$ cat src/rtl/btb_update_queue.sv
// Write-side producer for the direct-mapped BTB: filters resolved branches, queues them
// with tail coalescing and drains one write per cycle. Optional define: BTB_UPDATE_BYPASS_EN.
module btb_update_queue #(
    parameter  int INDEX_WIDTH = 12,
    parameter  int DEPTH       = 4,
    localparam int TW          = 30 - INDEX_WIDTH,
    localparam int CW          = $clog2(DEPTH) + 1
) (
    input  logic                   clk_i,
    input  logic                   rst_i,
    input  logic                   res_valid_i,
    output logic                   res_ready_o,
    input  logic                   res_is_branch_i,
    input  logic                   res_taken_i,
    input  logic [31:0]            res_pc_i,
    input  logic [31:0]            res_target_i,
    input  logic                   pred_hit_i,
    input  logic [31:0]            pred_target_i,
    input  logic                   wr_ready_i,
    output logic                   wren_o,
    output logic [INDEX_WIDTH-1:0] wr_index_o,
    output logic [TW-1:0]          wr_tag_o,
    output logic [31:0]            wr_target_o,
    output logic [CW-1:0]          count_o,
    output logic                   empty_o,
    output logic                   full_o
);

    localparam int PW = (DEPTH > 1) ? $clog2(DEPTH) : 1;

    logic [INDEX_WIDTH-1:0] idx_mem [DEPTH];
    logic [TW-1:0]          tag_mem [DEPTH];
    logic [31:0]            tgt_mem [DEPTH];

    logic [PW-1:0]          head;
    logic [PW-1:0]          tail;
    logic [PW-1:0]          last;
    logic [CW-1:0]          count;

    logic [INDEX_WIDTH-1:0] new_index;
    logic [TW-1:0]          new_tag;
    logic                   pc_unused;

    logic q_empty;
    logic q_full;
    logic accept;
    logic need_wr;
    logic deq;
    logic coalesce;
    logic bypass;
    logic enq;

    assign new_index = res_pc_i[INDEX_WIDTH+1:2];
    assign new_tag   = res_pc_i[31:INDEX_WIDTH+2];
    assign pc_unused = ^res_pc_i[1:0];
    assign last      = tail - PW'(1);

    // Coalescing is suppressed when the single remaining entry leaves this cycle,
    // otherwise the update would land on an entry already handed to the BTB.
    always_comb begin
        q_empty     = (count == '0);
        q_full      = (count == CW'(DEPTH));
        res_ready_o = !rst_i && !q_full;
        accept      = res_valid_i && res_ready_o;
        need_wr     = accept && res_is_branch_i && res_taken_i &&
                      (!pred_hit_i || (pred_target_i != res_target_i));
        deq         = !rst_i && !q_empty && wr_ready_i;
`ifdef BTB_UPDATE_BYPASS_EN
        bypass      = need_wr && q_empty && wr_ready_i;
`else
        bypass      = 1'b0;
`endif
        coalesce    = need_wr && !q_empty && (idx_mem[last] == new_index) &&
                      !(deq && (count == CW'(1)));
        enq         = need_wr && !coalesce && !bypass;
    end

    always_comb begin
        wren_o  = deq || bypass;
        count_o = rst_i ? '0 : count;
        empty_o = rst_i || q_empty;
        full_o  = !rst_i && q_full;
`ifdef BTB_UPDATE_BYPASS_EN
        if (bypass) begin
            wr_index_o  = new_index;
            wr_tag_o    = new_tag;
            wr_target_o = res_target_i;
        end else begin
            wr_index_o  = idx_mem[head];
            wr_tag_o    = tag_mem[head];
            wr_target_o = tgt_mem[head];
        end
`else
        wr_index_o  = idx_mem[head];
        wr_tag_o    = tag_mem[head];
        wr_target_o = tgt_mem[head];
`endif
    end

    always_ff @(posedge clk_i) begin
        if (rst_i) begin
            head  <= '0;
            tail  <= '0;
            count <= '0;
        end else begin
            if (enq) begin
                tail <= tail + PW'(1);
            end
            if (deq) begin
                head <= head + PW'(1);
            end
            if (enq && !deq) begin
                count <= count + CW'(1);
            end else if (deq && !enq) begin
                count <= count - CW'(1);
            end
        end
    end

    // Entry storage needs no reset: the count alone decides which slots are live.
    always_ff @(posedge clk_i) begin
        if (!rst_i) begin
            if (enq) begin
                idx_mem[tail] <= new_index;
                tag_mem[tail] <= new_tag;
                tgt_mem[tail] <= res_target_i;
            end else if (coalesce) begin
                tag_mem[last] <= new_tag;
                tgt_mem[last] <= res_target_i;
            end
        end
    end

endmodule
$ cat config.mk
export PLATFORM = sky130hd
export DESIGN_NAME = btb_update_queue
export DESIGN_NICKNAME = d
export VERILOG_FILES = /design/src/rtl/btb_update_queue.sv
export SDC_FILE = /design/constraint.sdc
export NUM_CORES = 1
export LEC_CHECK = 0
export CAP_MARGIN = 15
export CORE_UTILIZATION = 40
export CTS_BUF_LIST = sky130_fd_sc_hd__clkbuf_16
export CTS_CLUSTER_SIZE = 16
export DETAILED_ROUTE_END_ITERATION = 10
export HOLD_SLACK_MARGIN = 0.06
export PLACE_DENSITY = 0.67
export SETUP_SLACK_MARGIN = 0.5
export SYNTH_ARGS = -nofsm -noshare
export SYNTH_HDL_FRONTEND = slang
export SYNTH_SLANG_ARGS = --single-unit
$ cat constraint.sdc
create_clock -name clk_i -period 12.2 [get_ports clk_i]
set_input_delay 1.83 -clock clk_i [delete_from_list [all_inputs] [get_ports clk_i]]
set_output_delay 1.83 -clock clk_i [all_outputs]
set_load 0.05 [all_outputs]
## After elaboration in Yosys (flattened, before gate mapping)

Memory sizes are Yosys's and may differ from the RTL's. A register that Yosys moved wholly into a read port is not among the register bits.
Cells that the tools add are included.

- $add $sub $neg: 5
- Equality and inequality tests: 4
- Muxes and demuxes: 22
- Reduce and logical (&&, ||, !) cells: 29

Operators with widths:

| kind | count |
|---|---|
| 32-bit two-way mux | 1 |
| 32-bit inequality test | 1 |
| 32-bit OR reduction | 1 |
| 18-bit two-way mux | 1 |
| 18-bit OR reduction | 1 |
| 2-bit two-way mux | 8 |
| 1-bit logical AND | 15 |
| 12-bit equality test | 1 |
| 1-bit two-way mux | 9 |
| 3-bit two-way mux | 3 |
| 1-bit logical NOT | 8 |
| 2-bit by 1-bit adder with 2-bit output, second input constant | 2 |
| 3-bit by 1-bit adder with 3-bit output, second input constant | 1 |
| 3-bit by 1-bit equality test with 1-bit output, second input constant | 1 |
| 3-bit equality test, second input constant | 1 |
| 3-bit logical NOT | 1 |
| 3-bit by 1-bit subtractor with 3-bit output, second input constant | 1 |
| 1-bit logical OR | 2 |
| 2-bit nonzero test | 1 |
| 2-bit by 1-bit subtractor with 2-bit output, second input constant | 1 |

- Register bits after elaboration: 7
- RAM bits: 248
- Bits of input ports: 103
- Output and inout port bits: 69
- Memories: 3

Memory list:

| memory | words | bits a word | rd ports | clocked after memory_dff | wr ports | line | RTL |
|---|---|---|---|---|---|---|---|
| tgt_mem | 4 | 32 | 1 | 1 | 1 | 33 | `logic [31:0] tgt_mem [DEPTH];` |
| tag_mem | 4 | 18 | 1 | 1 | 1 | 32 | `logic [TW-1:0] tag_mem [DEPTH];` |
| idx_mem | 4 | 12 | 2 | 1 | 1 | 31 | `logic [INDEX_WIDTH-1:0] idx_mem [DEPTH];` |

## Depth between registers and ports, before layout

- Word-level depth: 17
- Mapped depth: 17
- Gate-level depth less buffers: 13

## Worst setup path after synthesis

No wires, ideal clock.

- Kind: input to register
- Start point: input rst_i
- End point: memory tag_mem[0][0] in the netlist's numbering, enable pin
- Setup time: 474 ps
- Data arrival time: 5507 ps
- Required time: 11726 ps
- Slack: 6219 ps
- Cell stages on the path: 4
- Cells stage by stage: a21oi_1 and4_1 nand2_1 a21oi_1

- Word-level cells in the longest chain between the ends: 16

RTL lines:

| item | line | RTL |
|---|---|---|
| start, declared | 10 | `input logic rst_i,` |
| 1-bit logical NOT | -- |  |
| 1-bit logical AND | 63 | `res_ready_o = !rst_i && !q_full;` |
| 1-bit logical AND | 64 | `accept = res_valid_i && res_ready_o;` |
| 1-bit logical AND (3 in series) | 65 | `need_wr = accept && res_is_branch_i && res_taken_i &&` |
| 1-bit logical AND (3 in series) | 73 | `coalesce = need_wr && !q_empty && (idx_mem[last] == new_index) &&` |
| 1-bit logical NOT | 75 | `enq = need_wr && !coalesce && !bypass;` |
| 1-bit logical AND | 75 |  |
| 1-bit two-way mux | 123 | `if (enq) begin` |
| 1-bit two-way mux | 122 | `if (!rst_i) begin` |
| 1-bit two-way mux (not written as such) | 128 | `tag_mem[last] <= new_tag;` |
| 18-bit OR reduction (no source line) | -- |  |
| 2-bit two-way mux (no source line) / 1-bit two-way mux (equally long branches) | -- |  |
| end, declared | 32 |  |

Several ways; a longest one is shown, not always the timed one.

## Worst setup path after layout

- Start point: input rst_i
- End point: output wren_o

- Word-level cells in the longest chain between the ends: 3

RTL lines:

| item | line | RTL |
|---|---|---|
| 1-bit logical NOT | -- |  |
| 1-bit logical AND (2 in series) | 67 | `deq = !rst_i && !q_empty && wr_ready_i;` |
| end, declared | 20 | `output logic wren_o,` |

Every way passes these cells.

==> results.ini <==
[status]
outcome=finished clean

[placed_design]
gp_congestion=0.718
port_buffers=169
hpwl_mm=13.7

[cells_and_area]
n_antenna_cell=0
layout-drive-gt1-share_pct=16.2
nNetsFinal=789
syn_to_final_growth_pct=27.5
fillers=1982

[floorplanning]
initial_utilization_pct=41.1
ioPinCount=172
die_height_um=163
rows=58
core_sq_um=25300
die_w_um=163
die_area_sq_um=26700

[clock_tree]
cts_root_buffer=clkbuf_16
cts_tree=done
clk_pin_slew_ns=0.06
cts_htree_levels=1
cts_resized=0
ctsHoldBuffers=0
cts.sinks=257
postCtsSetupBuffers=0
clk_latency_ns=0.54
clockBufferDepth=3
cts_buffers=27

[sta]
min_period_ns=5.71
fin_tns_setup_ns=0
final_hold_viol_count=0
finalClockSkew_ns=0.0295
fmax_mhz=175
slew_viol_final=0
rsz0062_at_grt=no
worstMarginPinSlew_ns=1.05
setup_violations=0
relSlewSlack_pct=30.0
fin_crit_sh_pct=46.8

[yosys]
syn_inst=494
synth-seq-area-share_pct=73.3
async_flop_share_pct=0
synth.distinct_cells=34
synthTopCellsByArea=edfxtp_1 72%, mux4_2 14%, xnor2_1 3.0%, dfxtp_1 1.7%, mux4_1 1.5%
netlist.area_leader.share_pct=71.6
yosysMostFrequentCell=edfxtp_1
netlist_top_cells_count=248 x edfxtp_1, 64 x mux4_2, 36 x xnor2_1
syn_avg_cell_area_sq_um=21.1
ys_ff_latch=257
synth_top_cell_by_area=edfxtp_1
yosysWarnings=0
synth_area_sq_um=10400
ys.flop_type=edfxtp_1
syn_nets=606
synth_edf_count=248

[detailed_routing]
drt-initial-drc-count=322
wl_met1_mm=8.81
top_layer_used=met4
via_count=5301
wl_met3_mm=1.15
dr.pass1.iters=4
viasPerCell=5.16
wl_per_cell_um=21.1
met2_wirelength_mm=11.3
drt_wl_total_mm=21.7
drcViolationCount=0
ant_nets=0

[setup_path]
r2r_cells=10
r2r_end=tag_mem[3][3]
crit_path_max_incr_delay_ns=0.82
crit_slowest_cell=clkdlybuf4s50_1
end_kind=output port
startpoint_type=input port
path_cells=clkdlybuf4s50_1, a21oi_1, nand2_1, inv_1, clkdlybuf4s50_1
arrival_ns=3.88
path_common_cell=clkdlybuf4s50_1
required_ns=10.37
critPathKind=input port to output port
r2r_start=tail[1]
cp_max_fo=14
rrSetupSlack_ns=7.36

[global_routing]
grt_max_degree=63
grt_util_all_layers_pct=16.3
grt-ovfl-total=0
antenna_found_initial=0
grt_pass1_vias=5788
grt_pass1_wl_mm=32.5

[job]
drv_cap=0

[pwr]
power_density_nw_per_um2=145
finalPower_uw=1920
ir_drop_mv=0.112
leakage_uw=0.00416

[min_path]
hp-start=head[1]
hold_end=head[1]
min_path_cells=2
worstHoldPathType=flop to flop

==> per-layer routing <==
layer  vias to the layer above  GRT usage (%)
met1                      2736           20.1
li1                       2400              -
met3                        27           3.71
met5                         -              0
met4                         0           3.87
met2                       138           28.9
==> critical path, delay by kind of cell <==
kind                   cells  cell delay (ns)
buffers and inverters      3             1.62
AO/OA/AOI/OAI              1             0.30
AND/OR/NAND/NOR            1             0.13
==> metrics by stage <==
stage / instances / util [%] / hold slack [ns] / area (sq um) / setup WS (ns)
final: 1027 / 52.4 / 0.541 / 13300 / 6.49
after CTS: 1027 / 52.4 / 0.545 / 13300 / 6.50
after global routing: 1027 / 52.4 / 0.564 / 13300 / 6.33
after floorplan: 494 / - / 0.484 / 10400 / 6.22
after detailed placement: 978 / 49.3 / 0.527 / 12500 / 6.49
after global placement: 978 / 49.3 / 0.504 / 12500 / 6.57
==> cells by family after synthesis <==
group	share of synthesized area [%]
simple gates	2.66
fa+ha+maj	1.08
mux	16.3
buf+inv	1.30
xor+xnor	4.38
flops	73.3
compound gates	0.938
==> cell usage in the layout, fill, tap and decap left out, types with 2 or more instances in the layout <==
cell and count:
edfxtp_1 248, clkdlybuf4s50_1 169, mux4_2 64, xnor2_1 36, clkbuf_16 27, xor2_1 16, inv_1 14, nor2_1 12
mux2i_1 10, nand3_1 9, ha_1 9, clkinv_1 8, a21oi_1 7, nand4_1 7, dfxtp_1 7, mux4_1 6
and3_1 6, clkinv_2 6, buf_4 6, nand2_1 5, nor3_1 3, a21oi_4 3, nor4_1 2, or3_1 2
o21ai_0 2, dfxtp_4 2
==> layout make-up <==
class | count | area (sq um) | area share [%]
Clock buffer | 27 | 676 | 5.09
Tap cell | 330 | 413 | 3.11
Clock inverter | 22 | 100 | 0.755
Timing Repair Buffer | 175 | 1740 | 13.1
Inverter | 8 | 30.0 | 0.226
Sequential cell | 257 | 7630 | 57.6
Multi-Input combinational cell | 208 | 2670 | 20.2
==> worst max path at each step <==
stage	endpoint	startpoint	cells past startpoint	slack (ns)
final	wren_o	rst_i	5	6.49
after global routing	wren_o	rst_i	5	6.33
after floorplan	tag_mem[0][0]	rst_i	4	6.22
after detailed placement	tag_mem[3][12]	res_pc_i[12]	8	6.49
after global placement	wren_o	rst_i	5	6.57
after CTS	wren_o	rst_i	5	6.50
==> power by group <==
part | leakage (uW) | internal, uW | switching (uW)
registers | 0.00231 | 975 | 10.1
clock network | 0.000409 | 399 | 318
logic | 0.00144 | 98.8 | 122
==> registers in the layout, indices dropped and copies added, names as in the netlist, named ones only <==
name	cells
tag_mem	72
tail	2
head	2
tgt_mem	128
idx_mem	48
count	3
(Power assumes the default switching activity.)
